File: src/rtl/pc_branch_sequencer.sv
// pc_branch_sequencer
//   Multi-cycle program-counter sequencer for the lab processor. It owns the
//   architectural PC. For each instruction it fetches from instruction memory
//   with a req/ack handshake, pulses instr_valid to the datapath, and waits
//   for ex_done. It then selects the next PC, which is either sequential or a
//   branch/jump target.
//
// Ports
//   clk, rst            system clock (rising edge); asynchronous active-low reset
//   start               begin or resume execution from IDLE/HALT
//   halt_req            external stop request, only acted on in NEXT
//   imem_req/addr/ack   instruction fetch handshake (addr == pc)
//   instr_valid         one-cycle pulse in the first EXEC cycle
//   ex_done             datapath finished; br_type/br_offset/flags valid
//   br_type, br_offset  branch kind and signed 26-bit byte offset
//   flag_z/n/c          condition flags
//   pc                  current PC
//   link_we, link_pc    link-register write pulse (call) and pc + INSTR_BYTES
//   busy, halted        status
//
// Optional build macro BRANCH_STATS_EN adds the saturating counters
// branch_cnt and taken_cnt. They are cleared on reset and on restart from
// HALT.
//
// state | meaning
// ------+--------------------------------------------------------------
// IDLE  | after reset, waiting for start
// FETCH | imem_req high, waiting for imem_ack
// EXEC  | instruction issued, waiting for ex_done
// NEXT  | one cycle: pc update, link write, choose FETCH or HALT
// HALT  | stopped; start reloads RESET_PC and fetches

module pc_branch_sequencer #(
    parameter logic [31:0] RESET_PC    = 32'h0000_0000,
    parameter logic [31:0] INSTR_BYTES = 32'd4
) (
    input  logic        clk,
    input  logic        rst,
    input  logic        start,
    input  logic        halt_req,
    output logic        imem_req,
    output logic [31:0] imem_addr,
    input  logic        imem_ack,
    output logic        instr_valid,
    input  logic        ex_done,
    input  logic [2:0]  br_type,
    input  logic [25:0] br_offset,
    input  logic        flag_z,
    input  logic        flag_n,
    input  logic        flag_c,
    output logic [31:0] pc,
    output logic        link_we,
    output logic [31:0] link_pc,
    output logic        busy,
    output logic        halted
`ifdef BRANCH_STATS_EN
    ,
    output logic [15:0] taken_cnt,
    output logic [15:0] branch_cnt
`endif
);

    typedef enum logic [2:0] {
        S_IDLE  = 3'd0,
        S_FETCH = 3'd1,
        S_EXEC  = 3'd2,
        S_NEXT  = 3'd3,
        S_HALT  = 3'd4
    } state_t;

    localparam logic [2:0] BR_SEQ  = 3'd0;
    localparam logic [2:0] BR_JUMP = 3'd1;
    localparam logic [2:0] BR_BZ   = 3'd2;
    localparam logic [2:0] BR_BNZ  = 3'd3;
    localparam logic [2:0] BR_BLTZ = 3'd4;
    localparam logic [2:0] BR_BCY  = 3'd5;
    localparam logic [2:0] BR_CALL = 3'd6;
    localparam logic [2:0] BR_HALT = 3'd7;

    state_t      state_q, state_d;
    logic [31:0] pc_q, pc_d;
    logic        instr_valid_q, instr_valid_d;
    logic        link_we_q, link_we_d;
    logic        imem_req_q, imem_req_d;
    logic        busy_q, busy_d;
    logic        halted_q, halted_d;
    logic [2:0]  bt_q, bt_d;
    logic [25:0] off_q, off_d;
    logic        z_q, z_d, n_q, n_d, c_q, c_d;
`ifdef BRANCH_STATS_EN
    logic [15:0] taken_cnt_q, taken_cnt_d;
    logic [15:0] branch_cnt_q, branch_cnt_d;
`endif

    logic [31:0] tgt;
    logic [31:0] seq;
    logic        taken;

    // Branch decision uses the values latched on ex_done, so the datapath
    // may change br_type/flags while NEXT is in progress.
    assign tgt = pc_q + {{6{off_q[25]}}, off_q};
    assign seq = pc_q + INSTR_BYTES;

    always_comb begin
        taken = 1'b0;
        case (bt_q)
            BR_JUMP, BR_CALL: taken = 1'b1;
            BR_BZ:            taken = z_q;
            BR_BNZ:           taken = ~z_q;
            BR_BLTZ:          taken = n_q;
            BR_BCY:           taken = c_q;
            default:          taken = 1'b0;
        endcase
    end

    always_comb begin
        state_d       = state_q;
        pc_d          = pc_q;
        instr_valid_d = 1'b0;
        link_we_d     = 1'b0;
        bt_d          = bt_q;
        off_d         = off_q;
        z_d           = z_q;
        n_d           = n_q;
        c_d           = c_q;
`ifdef BRANCH_STATS_EN
        taken_cnt_d   = taken_cnt_q;
        branch_cnt_d  = branch_cnt_q;
`endif
        case (state_q)
            S_IDLE: begin
                if (start) state_d = S_FETCH;
            end
            S_FETCH: begin
                if (imem_ack) begin
                    state_d       = S_EXEC;
                    instr_valid_d = 1'b1;
                end
            end
            S_EXEC: begin
                if (ex_done) begin
                    state_d   = S_NEXT;
                    bt_d      = br_type;
                    off_d     = br_offset;
                    z_d       = flag_z;
                    n_d       = flag_n;
                    c_d       = flag_c;
                    // Registered so the pulse lines up with NEXT, while pc
                    // (and therefore link_pc) still holds the call address.
                    link_we_d = (br_type == BR_CALL);
                end
            end
            S_NEXT: begin
                pc_d    = taken ? tgt : seq;
                state_d = (bt_q == BR_HALT || halt_req) ? S_HALT : S_FETCH;
`ifdef BRANCH_STATS_EN
                if (bt_q != BR_SEQ && bt_q != BR_HALT && branch_cnt_q != 16'hFFFF)
                    branch_cnt_d = branch_cnt_q + 16'd1;
                if (taken && taken_cnt_q != 16'hFFFF)
                    taken_cnt_d = taken_cnt_q + 16'd1;
`endif
            end
            S_HALT: begin
                if (start) begin
                    state_d = S_FETCH;
                    pc_d    = RESET_PC;
`ifdef BRANCH_STATS_EN
                    taken_cnt_d  = 16'd0;
                    branch_cnt_d = 16'd0;
`endif
                end
            end
            default: state_d = S_IDLE;
        endcase
        imem_req_d = (state_d == S_FETCH);
        busy_d     = (state_d == S_FETCH) || (state_d == S_EXEC) || (state_d == S_NEXT);
        halted_d   = (state_d == S_HALT);
    end

    always_ff @(posedge clk or negedge rst) begin
        if (!rst) begin
            state_q       <= S_IDLE;
            pc_q          <= RESET_PC;
            instr_valid_q <= 1'b0;
            link_we_q     <= 1'b0;
            imem_req_q    <= 1'b0;
            busy_q        <= 1'b0;
            halted_q      <= 1'b0;
            bt_q          <= BR_SEQ;
            off_q         <= 26'd0;
            z_q           <= 1'b0;
            n_q           <= 1'b0;
            c_q           <= 1'b0;
`ifdef BRANCH_STATS_EN
            taken_cnt_q   <= 16'd0;
            branch_cnt_q  <= 16'd0;
`endif
        end else begin
            state_q       <= state_d;
            pc_q          <= pc_d;
            instr_valid_q <= instr_valid_d;
            link_we_q     <= link_we_d;
            imem_req_q    <= imem_req_d;
            busy_q        <= busy_d;
            halted_q      <= halted_d;
            bt_q          <= bt_d;
            off_q         <= off_d;
            z_q           <= z_d;
            n_q           <= n_d;
            c_q           <= c_d;
`ifdef BRANCH_STATS_EN
            taken_cnt_q   <= taken_cnt_d;
            branch_cnt_q  <= branch_cnt_d;
`endif
        end
    end

    assign pc          = pc_q;
    assign imem_addr   = pc_q;
    assign link_pc     = seq;
    assign imem_req    = imem_req_q;
    assign instr_valid = instr_valid_q;
    assign link_we     = link_we_q;
    assign busy        = busy_q;
    assign halted      = halted_q;
`ifdef BRANCH_STATS_EN
    assign taken_cnt   = taken_cnt_q;
    assign branch_cnt  = branch_cnt_q;
`endif

endmodule

File: config.mk
export PLATFORM = sky130hd
export DESIGN_NAME = pc_branch_sequencer
export DESIGN_NICKNAME = d
export VERILOG_FILES = /design/src/rtl/pc_branch_sequencer.sv
export SDC_FILE = /design/constraint.sdc
export NUM_CORES = 1
export LEC_CHECK = 0
export BUFFER_PORTS_ARGS = -buffer_cell sky130_fd_sc_hd__buf_4
export CAP_MARGIN = 20
export CORE_MARGIN = 4
export CORE_UTILIZATION = 50
export CTS_BUF_LIST = sky130_fd_sc_hd__clkbuf_16
export DETAILED_ROUTE_END_ITERATION = 16
export PLACE_DENSITY = 0.72
export SYNTH_ARGS = -nofsm -noshare
export SYNTH_HDL_FRONTEND = slang
export SYNTH_SLANG_ARGS = --single-unit
export TNS_END_PERCENT = 10
File: constraint.sdc
create_clock -name clk -period 7.6 [get_ports clk]
set_input_delay 1.14 -clock clk [delete_from_list [all_inputs] [get_ports clk]]
set_output_delay 1.14 -clock clk [all_outputs]
set_load 0.005 [all_outputs]
==> results of run 1 <==
[cells in the final DEF (no fill, tap or decap), drive strengths merged, types with 13 or more instances in the layout]
cell	instances
o21ai	49
xnor2	23
xor2	29
nor3	16
and3	13
a21o	14
buf	140
nand3	23
nor2	36
mux2	30
ha	32
inv	18
dfrtp	72
nand2	61
a21oi	48
[layout make-up]
cell class                      instances  area, um2  share of cell area (%)
Multi-Input combinational cell        481       3390                    50.0
Clock buffer                            9        225                    3.32
Timing Repair Buffer                  140       1050                    15.6
Sequential cell                        72       1800                    26.6
Tap cell                              140        175                    2.58
Inverter                               15       56.3                   0.830
Clock inverter                          7       80.1                    1.18
[power by group through the flow]
stage / registers (mW) / clock network (mW) / logic, mW
CTS: 0.799 / 0.451 / 1.91
detailed placement: 0.804 / 0 / 1.90
finish: 0.800 / 0.446 / 1.92
floorplan: 0.729 / 0 / 1.38
global route: 0.831 / 0.472 / 2.12
global placement: 0.790 / 0 / 1.87
[state kept, by name, summed over array words and instances (netlist names)]
| signal | cells |
|---|---|
| busy | 1 |
| instr_valid | 1 |
| c_q | 1 |
| z_q | 1 |
| link_we | 1 |
| imem_req | 1 |
| bt_q | 3 |
| off_q | 26 |
| imem_addr | 32 |
| state_q | 3 |
| halted | 1 |
| n_q | 1 |
[critical path, delay by kind of cell (launching register included)]
kind                     cells  cell delay, ns
XOR/XNOR                     1            0.19
adder cells (fa/ha/maj)      1            0.27
buffers and inverters        1            0.13
flip-flops                   1            0.49
AND/OR/NAND/NOR              4            1.25
[cell families after synthesis]
family                     Yosys count  share of synthesized area (%)
muxes                               32                           6.39
and+or+nand+nor                    192                           17.6
xor gates and xnor gates            52                           8.13
AOI/OAI and AO/OA                  172                           20.7
buffers and inverters               71                           7.50
adders and majority gates           33                           7.50
DFF                                 72                           32.2
[worst max-delay path by stage]
stage | endpoint | slack (ns) | cells after the start
floorplan | link_pc[29] | 4.60 | 8
global placement | link_pc[30] | 4.25 | 7
detailed placement | link_pc[30] | 4.14 | 7
CTS | link_pc[30] | 3.78 | 7
global route | link_pc[30] | 3.57 | 7
finish | link_pc[30] | 3.80 | 7
[stage by stage]
step / setup WS, ns / cell area, um2
after global placement: 4.25 / 6470
final: 3.80 / 6780
after detailed placement: 4.14 / 6470
after global routing: 3.57 / 6780
after CTS: 3.78 / 6770
after floorplan: 4.60 / 5600
[per-layer routing]
| layer | GRT usage [%] | vias to the layer above | share of wire (%) |
|---|---|---|---|
| met5 | 0 | - | 0 |
| met4 | 8.31 | 0 | 1.6 |
| met2 | 40.8 | 201 | 48 |
| met1 | 32.7 | 2426 | 43 |
| li1 | - | 2421 | - |
| met3 | 4.19 | 20 | 6.8 |
==> run summary, run 1 <==
The flow ran to the end, and the final reports show no timing, DRC or antenna violations. The logs give 0 for the warning count from the yosys run and 790 for the number of nets in the finished design. The run gives 11.7 mm as the post-detailed-placement half-perimeter wirelength. The first-pass GRT wire length is 25.4 mm. Derived from the worst setup path, the maximum achievable clock frequency is 263 MHz.

For hold timing, the worst endpoint is off_q[23]$_DFFE_PN0P_. Startpoint of the worst hold path: off_q[23]$_DFFE_PN0P_. Routability-driven placement finished with a final weighted congestion of 0.929. The worst-case vdd ir drop was 199 uV; the power density over the cells was 467 nW/um2.

The maximum fanout encountered on the critical timing path is 6. The count of buffers from port buffering was 138; the synthesized net count was 695. The final layout contains routed wiring with a total length of 15.9 mm. The worst setup path is launched from a register. The tools report the area of the die as 13000 um2.

The average detailed-routed wire length per instance is 18.4 um. The floorplan step set the die width to 114 um. The critical path goes through ha_1 > nand3_1 > nor2_1 > nand4_1 > nor4_1 > xor2_1 > buf_4.

Max-cap violations in this run came to 0. Synthesis handed over a netlist of 624 instances. Yosys instantiated no cell more often than dfrtp_1.

The number of fill cells was 932. Setup repair after global routing left no endpoint under its margin. The startpoint identified for the worst register-to-register timing path is imem_addr[0]$_DFFE_PN0P_.

The critical path is of the reg2out type. The run gives 0.00676 ns as the largest clock skew in the final design. The first TritonRoute pass finished after 7 iterations.

The number of clock buffers added by TritonCTS is 9. The clock net in this run drives a total of 72 sinks. The cell type with the highest aggregate area in the netlist is dfrtp_1. The internal portion of the total power is 1.75 mW. The part of the total power dissipated in combinational logic was 60.7%. Ranked by total cell area, the synthesized netlist is headed by dfrtp_1, ha_1, mux2_2. The placement row count is 38. The logs give 4.59 ns for the worst reg-to-reg setup slack and 32.2% for the sequential cell area fraction in the yosys report. At the worst endpoint, the required time is 6.46 ns. For the worst-skew pair, the clock arrives at the later sink with an insertion delay of 0.34 ns. The top cell type by area accounts for 32.2% of the synthesized area. The mean instance size in the synthesized netlist was 8.98 um2; the count of hold buffers inserted by post-cts repair was 0.

In the synthesized netlist, the cells that appear most often are dfrtp_1, nand2_1, a21oi_1, o21ai_0, nor2_1. The run gives 29.8% as the worst slew margin relative to its limit. The critical path starts at imem_addr[2]$_DFFE_PN0P_. For the total global routing track utilization, the log shows 24.6%.

Setup violations remaining at the end of the flow were counted as 0. The synthesized netlist occupies a cell area of 5600 um2. The run gives 0 as the number of slew-limit violations in the final report. On the final layout, the worst hold slack is 0.519 ns.

The final non-filler cell total is 864, and the largest incremental delay on the critical path is 0.53 ns. Counting distinct cell types in the post-synthesis netlist gives 67. Global route total overflow: 0. Boundary pin count: 139. Measured in cells, the most critical reg-to-reg path has a length of 11.

The endpoint identified for the worst register-to-register timing path is imem_addr[30]$_DFFE_PN0P_. The total power came out at 3.17 mW. The master cell of the clock root buffer is clkbuf_16. Of all flip-flops after synthesis, the portion carrying an async set or reset was 100%. Once the floorplan was initialized, standard cells occupied 51.5% of the core.

The flip-flop and latch count after synthesis is 72. TritonCTS built the clock tree. Adding up every negative setup slack in the final design gives 0 ns. At the end of the flow the core is filled with cells to 62.3%.

In this run, post-CTS repair resized a total of 0 instances. Capturing element type of the critical path: an output pin. Clock-pin slew was measured on the worst setup and hold paths at 0.06 ns. The logs give 5068 for the via count and 10900 um2 for the placeable core area. The cell count of the worst hold path was 1. The cell count after placement was 847.

The maximum number of buffers from clock root to sink is 2, and the layout overhead on the synthesized area is 21.1%. The top flip-flop cell by instance count after synthesis is dfrtp_1. For the reported net switching power, the log shows 1.42 mW. Pin count of the biggest net entering global routing: 73. The library cell contributing the largest single delay on the critical path was nor4_1.

The number of levels the H-tree was split into is 3, and the number of flops mapped to enable cells by yosys is 0. In this run the post-CTS setup repair buffer count came out at 0. The worst path needs 3.80 ns of the cycle, external delays included. For the pin with the worst max-slew slack, the measured transition is 1.05 ns. The detail route stage leaves a number of antenna-violating nets equal to 0. The fraction of final layout cells sized beyond drive strength 1 works out to 29.0%. The logs give 25.2% for the part of the power in registers and 0 for the number of hold violations in the final report. The tools report the number of antenna violations at the first check in global routing as 0. After detailed routing, the number of remaining DRC violations is 0. In the routed layout, each cell is associated on average with a via count of 5.87. The number of global-route vias before repair was 4890; the clock network fraction of total power was 14.1%. In this run, the number of DRC markers left after iteration 0 of detailed routing was 378.

Net switching is 44.7% of the power. In this run the static leakage power is 3.28 nW. The critical path arrival was 2.66 ns; the floorplan die height was 114 um. The tightest min-delay check is of the reg2reg type. In the finished design, the share of the clock period the worst path needs comes to 50.1%. 0 antenna diodes ended up in the layout.
No activity file was read; power rests on OpenSTA's default activity.
==> run 2, diff against run 1 <==
- clock period: 7.6 -> 3.9 ns (I/O delays scaled with it)
==> run summary, run 2 (synthesis results as in run 1) <==
The run gives 62.1% (was 62.3%) as the final design utilization. Remaining routing DRC violations: 0 (unchanged). The most common cell after layout, fill and taps aside was buf_4 (unchanged).

The via count is 5113 (was 5068). The global placement routability congestion is 0.939 (was 0.929), and the post-place instance area is 6480 um2 (was 6470 um2). Cells traversed along the worst timing path: ha_1 > nand3_1 > nor2_1 > nand4_1 > nor4_1 > xor2_1 > buf_4 (unchanged). The tools report the total setup buffers inserted after CTS as 0 (unchanged). The run gives 0 (unchanged) as the count of max-cap constraint violations.

For the setup-violating endpoint count in the final report, the log shows 0 (unchanged). The flow ran to the end, and the final reports show no timing, DRC or antenna violations. The starting density of the core came out at 51.5% (unchanged).

The number of hold violations in the final report was 0 (unchanged); the floorplan die height was 114 um (unchanged). The die width was 114 um (unchanged). The tools report the post-detailed-placement half-perimeter wirelength as 11.8 mm (was 11.7 mm). Library cell contributing the largest single delay on the critical path: nor4_1 (unchanged).

Number of nets in the finished design: 791 (was 790). The power density over the cells works out to 908 nW/um2 (was 467 nW/um2). Boundary pin count: 139 (unchanged). The depth of the worst register-to-register path is 9 (was 11), and the final critical delay including setup and external delays is 3.21 ns. Number of flip-flops in the largest register: 32 (unchanged).

The number of slew-limit violations in the final report is 0 (unchanged). The mean number of vias per cell is 5.91 (was 5.87), and the global route total overflow is 0 (unchanged). The design area was 6760 um2 (was 6780 um2).

The tools report the kind of start point of the critical path as a register (unchanged). The quantity of gates resized following cts is 0 (unchanged), and the period utilization is 82.4%. The number of levels the H-tree was split into came out at 3 (unchanged). The path class of the lowest-slack min-delay path was in2async (was reg2reg).

The logs give 3.28 nW (about the same) for the leakage power figure and 33.6% (was 29.8%) for the worst slew margin relative to its limit. The run gives 38 (unchanged) as the placement row count. For the number of antenna violations at the first check in global routing, the log shows 0 (unchanged). The critical path arrival is 2.63 ns (was 2.66 ns). The cell count after placement is 849 (was 847), and the placeable core area is 10900 um2 (unchanged). The tools report the number of buffers created by CTS as 9 (unchanged). The total wirelength of the detailed-routed design came out at 16.0 mm (was 15.9 mm). The maximum fanout encountered on the critical timing path was 6 (unchanged); the maximum number of buffers from clock root to sink was 2 (unchanged).

Number of violations reported at the end of detailed-routing iteration 0: 470 (was 378). Required arrival time at the worst endpoint: 3.31 ns (was 6.46 ns). The master cell of the clock root buffer is clkbuf_16 (unchanged).

The transition time of the tightest slew-check pin was 0.993 ns (was 1.05 ns); the post-route setup TNS was 0 ns (unchanged). The run gives 5165 (was 4890) as the number of global-route vias before repair. First-pass GRT wire length: 26.1 mm (was 25.4 mm).

The run gives 0 (unchanged) as the remaining number of nets flagged by the antenna check after routing. The tools report the largest clock skew in the final design as 0.00737 ns (was 0.00676 ns). Setup repair after global routing left no endpoint under its margin. The tools report the worst-case vdd ir drop as 371 uV (was 199 uV). Commonest non-fill, non-tap cells in the layout: buf_4, dfrtp_1, nand2_1 (unchanged). The run gives 72 (unchanged) as the count of clock tree sinks. The pre-CTS setup slack is 1.05 ns (was 4.14 ns), and the clock latency reported for the late side of the worst-skew pair is 0.34 ns (about the same). For the pin count of the biggest net entering global routing, the log shows 73 (unchanged). The highest clock rate was 311 MHz; the count of buffers from port buffering was 138 (unchanged). TritonCTS built the clock tree.

The average detailed-routed wire length per instance was 18.5 um (was 18.4 um); the count of hold buffers inserted by post-cts repair was 0 (unchanged). The run gives 0 (unchanged) as the number of inserted diodes. The class of the most critical setup path was reg2out (unchanged).

The run gives 25.3% (was 24.6%) as the total global routing track utilization. The post-route worst setup slack was 0.686 ns (was 3.80 ns). The tools report the area of the die as 13000 um2 (unchanged). For the first-pass iteration count of the detailed router, the log shows 7 (unchanged). The final non-filler cell total is 865 (was 864), and the fraction of final layout cells sized beyond drive strength 1 is 29.2% (was 29.0%). The largest incremental delay on the critical path is 0.52 ns (was 0.53 ns). The layout overhead on the synthesized area works out to 20.7% (was 21.1%). The capturing element type of the critical path was an output pin (unchanged).

The clock-pin slew reported for the worst setup and hold paths after clock tree synthesis works out to 0.05 ns (was 0.06 ns).
## run 2: per-layer routing
| metal | vias to the layer above | GRT usage, % | part of all wire (%) |
|---|---|---|---|
| li1 | 2423 | - | - |
| met1 | 2429 | 31.3 | 40 |
| met2 | 218 | 42.2 | 48 |
| met3 | 43 | 5.20 | 7.9 |
| met4 | 0 | 12.1 | 3.3 |
| met5 | - | 0 | 0 |
## run 2: cell type report
cell class / instances / area, um2
Tap cell: 140 / 175
Timing Repair Buffer: 141 / 1060
Sequential cell: 72 / 1800
Multi-Input combinational cell: 481 / 3390
Fill cell: 963 / 4130
Inverter: 15 / 56.3
Clock inverter: 7 / 56.3
Clock buffer: 9 / 225
## run 2: stage by stage
stage	power (mW)	hold WS [ns]
2_1_floorplan	4.12	0.289
3_3_place_gp	5.18	0.496
3_5_place_dp	5.29	0.507
4_1_cts	6.13	0.391
5_1_grt	6.62	0.407
6_report	6.14	0.370
## run 2: report_power, final
group | internal, mW | switching [mW] | leakage (nW)
Combinational | 1.78 | 2.00 | 2.22
Clock | 0.484 | 0.309 | 0.153
Sequential | 1.08 | 0.480 | 0.903
Total | 3.35 | 2.79 | 3.28
## run 2: path summary, 6_finish.rpt
| check | from | endpoint | slack, ns |
|---|---|---|---|
| worst max-delay path | imem_addr[3]$_DFFE_PN0P_ | link_pc[30] | 0.69 |
| worst min-delay path | rst | instr_valid$_DFF_PN0_ | 0.37 |
| worst max register to register | imem_addr[19]$_DFFE_PN0P_ | imem_addr[29]$_DFFE_PN0P_ | 0.96 |
| worst min register to register | off_q[20]$_DFFE_PN0P_ | off_q[20]$_DFFE_PN0P_ | 0.51 |
| max in group asynchronous | rst | off_q[8]$_DFFE_PN0P_ | 2.88 |
| min in group clk | br_type[0] | link_we$_DFF_PN0_ | 0.40 |
## run 2: worst max-delay path, delay by kind of cell, from the launching register on
family,cells,cell delay [ns]
and+or+nand+nor,4,1.21
adders and majority gates,1,0.29
xor gates and xnor gates,1,0.19
DFF,1,0.47
buffers and inverters,1,0.12
==> run 3, diff against run 2 <==
- CORE_UTILIZATION: 50 -> 49
- PLACE_DENSITY: 0.72 -> 0.73
- clock period: 3.9 -> 2.6 ns (I/O delays scaled with it)
==> run summary, run 3 (synthesis results as in run 1) <==
The run finished, with violations left. The checks that failed: negative setup slack. Total global routing track utilization: 24.8% (was 25.3%). Setup repair after global routing could not meet its margin everywhere.

The via count was 5370 (was 5113). The remaining routing DRC violations is 0 (unchanged), and the net switching share of the total power is 45.1% (was 45.4%). For the worst-case vdd ir drop, the log shows 562 uV (was 371 uV). The master cell of the clock root buffer is clkbuf_16 (unchanged).

The run gives 3 (unchanged) as the number of levels the H-tree was split into. The run gives 7340 um2 (was 6760 um2) as the design area. The first-pass iteration count of the detailed router is 5 (was 7).

The capture instance of the worst register-to-register path is imem_addr[17]$_DFFE_PN0P_ (was imem_addr[29]$_DFFE_PN0P_). The post-detailed-placement half-perimeter wirelength is 12.3 mm (was 11.8 mm). The run gives 0 (unchanged) as the remaining number of nets flagged by the antenna check after routing. The number of violations reported at the end of detailed-routing iteration 0 was 502 (was 470). Worst setup path endpoint: link_pc[27] (was link_pc[30]).

Count of max-cap constraint violations: 0 (unchanged). The reported net switching power is 4.37 mW (was 2.79 mW). The average detailed-routed wire length per instance is 18.1 um (was 18.5 um), and the largest clock skew in the final design is 0.00697 ns (was 0.00737 ns).

The logs give -0.0299 ns (was 0.686 ns) for the post-route worst setup slack and 8.10 mm (was 7.73 mm) for the detailed-routed wire length on met2. The power density over the cells is 1320 nW/um2 (was 908 nW/um2), and the post-route setup TNS is -0.0554 ns (was 0 ns). Commonest non-fill, non-tap cells in the layout: buf_4, dfrtp_1, nand2_1 (unchanged).

The maximum number of buffers from clock root to sink was 2 (unchanged); the total wirelength of the detailed-routed design was 16.6 mm (was 16.0 mm). The logs give 13200 um2 (was 13000 um2) for the area of the die and 0.34 ns (about the same) for the clock latency reported for the late side of the worst-skew pair. The number of antenna violations at the first check in global routing came out at 0 (unchanged). Number of flip-flops in the largest register: 32 (unchanged). The clock network fraction of total power was 11.6% (was 12.9%). The tools report the capturing element type of the critical path as an output pin (unchanged). The mean number of vias per cell was 5.85 (was 5.91). The tools report the pre-CTS setup slack as 0.0243 ns (was 1.05 ns). The clock-pin slew reported for the worst setup and hold paths after clock tree synthesis works out to 0.06 ns (was 0.05 ns). The transition time of the tightest slew-check pin is 0.927 ns (was 0.993 ns), and the final critical delay including setup and external delays is 2.63 ns.

Worst slew margin relative to its limit: 38.2% (was 33.6%). Path class of the lowest-slack min-delay path: in2async (unchanged). The tools report the internal power component as 5.32 mW (was 3.35 mW).

The run gives 139 (unchanged) as the boundary pin count. The floorplan die height came out at 115 um (was 114 um). Post-place instance area: 6770 um2 (was 6480 um2).

The part of the total power dissipated in combinational logic was 66.0% (was 61.6%); the fraction of final layout cells sized beyond drive strength 1 was 38.3% (was 29.2%). The count of buffers from port buffering works out to 138 (unchanged). For the critical path arrival, the log shows 2.24 ns (was 2.63 ns). The global route total overflow was 0 (unchanged). The kind of start point of the critical path was a register (unchanged). The global placement routability congestion is 0.916 (was 0.939), and the setup-violating endpoint count in the final report is 3 (was 0).

The maximum fanout encountered on the critical timing path came out at 5 (was 6). The most common cell after layout, fill and taps aside is buf_4 (unchanged). The uppermost layer routed was met4 (unchanged). Class of the most critical setup path: reg2out (unchanged).

The number of buffers created by CTS came out at 9 (unchanged). The worst reg-to-reg setup slack came out at 0.08 ns (was 0.96 ns). The tools report the pin count of the biggest net entering global routing as 73 (unchanged). The logs give 1.25 mm (was 1.27 mm) for the total met3 wirelength after detailed routing and 22.4% (was 25.4%) for the part of the power in registers. The starting density of the core was 50.8% (was 51.5%). The run gives 3.55 nW (was 3.28 nW) as the leakage power figure. The placeable core area was 11000 um2 (was 10900 um2); the first-pass GRT wire length was 26.1 mm (about the same). The placement row count was 38 (unchanged). The startpoint of the most critical register-to-register path is imem_addr[3]$_DFFE_PN0P_ (was imem_addr[19]$_DFFE_PN0P_).

The layout overhead on the synthesized area was 31.0% (was 20.7%). The period utilization was 101%. The required arrival time at the worst endpoint is 2.21 ns (was 3.31 ns). The launch point of the worst path is imem_addr[12]$_DFFE_PN0P_ (was imem_addr[3]$_DFFE_PN0P_). The number of global-route vias before repair is 5285 (was 5165), and the count of clock tree sinks is 72 (unchanged).

The die width came out at 115 um (was 114 um). The run gives 844 (was 791) as the number of nets in the finished design. TritonCTS built the clock tree. The number of inserted diodes came out at 0 (unchanged). For the number of fill cells, the log shows 887 (was 963).

Derived from the worst setup path, the maximum achievable clock frequency is 380 MHz. The routed length on met1 is 6.82 mm (was 6.49 mm). The depth of the worst register-to-register path is 10 (was 9). The run gives 0 (unchanged) as the number of slew-limit violations in the final report.

The number of hold violations in the final report is 0 (unchanged).
==> run 3: cell types whose count changed in the layout (fill, tap and decap cells not counted), sizes merged <==
cell,delta
buf,+53
bufinv,-1
clkinvlp,+3
inv,-2
==> run 3: worst min-delay path by stage <==
stage                                  endpoint  depth (start not counted)                  start
after global routing          link_we$_DFF_PN0_                          2             br_type[0]
after floorplan             bt_q[0]$_DFFE_PN0P_                          0                    rst
final                      state_q[0]$_DFF_PN0_                          1                    rst
after global placement     off_q[0]$_DFFE_PN0P_                          1   off_q[0]$_DFFE_PN0P_
after CTS                     link_we$_DFF_PN0_                          2             br_type[0]
after detailed placement  off_q[13]$_DFFE_PN0P_                          1  off_q[13]$_DFFE_PN0P_
==> run 3: per-layer routing <==
metal / global-route usage [%] / vias up
li1: - / 2522
met1: 31.1 / 2571
met2: 41.7 / 236
met3: 4.53 / 41
met4: 10.9 / 0
met5: 0 / -
==> run 3: repair_timing <==
| action | 4_1_cts | 5_1_grt |
|---|---|---|
| hold endpoints to repair | 0 | 0 |
| setup endpoints to repair | 19 | 29 |
| buffers inserted | 5 | 10 |
| pin swaps | 5 | 15 |
| resized for setup | 17 | 28 |
| gates cloned | 0 | 0 |
| hold buffers | 0 | 0 |
==> run 3: power by group through the flow <==
| stage | Combinational [mW] | Sequential [mW] | Clock (mW) |
|---|---|---|---|
| 3_5_place_dp | 6.05 | 2.16 | 0 |
| 2_1_floorplan | 4.05 | 2.13 | 0 |
| 6_report | 6.40 | 2.17 | 1.13 |
| 3_3_place_gp | 5.90 | 2.12 | 0 |
| 5_1_grt | 6.97 | 2.24 | 1.20 |
| 4_1_cts | 6.17 | 2.14 | 1.14 |
==> run 3: area by class of cell <==
cell class              instances  area (um2)  share of cell area [%]
multi-input cells             481        3560                    48.5
flip-flops and latches         72        1810                    24.6
repair buffers                194        1480                    20.1
clock buffers                   9         225                    3.07
well taps                     140         175                    2.39
inverters                      15        56.3                   0.767
clock inverters                 7        40.0                   0.545
==> run 3: worst max-delay path: stages, from the launching register on <==
cell     delay (ns)
dfrtp_1        0.39
buf_6          0.11
and3_4         0.20
and4_4         0.25
nand4_4        0.16
or3_4          0.36
buf_4          0.17
xnor2_2        0.12
buf_4          0.14
==> run 3: per-stage QoR <==
| stage | instances | hold slack (ns) | power (mW) | util [%] |
|---|---|---|---|---|
| detailed placement | 887 | 0.510 | 8.21 | 61.3 |
| global placement | 887 | 0.494 | 8.02 | 61.3 |
| floorplan | 624 | 0.0944 | 6.18 | - |
| CTS | 908 | 0.208 | 9.46 | 64.6 |
| global route | 918 | 0.217 | 10.4 | 66.5 |
| finish | 918 | 0.175 | 9.69 | 66.5 |
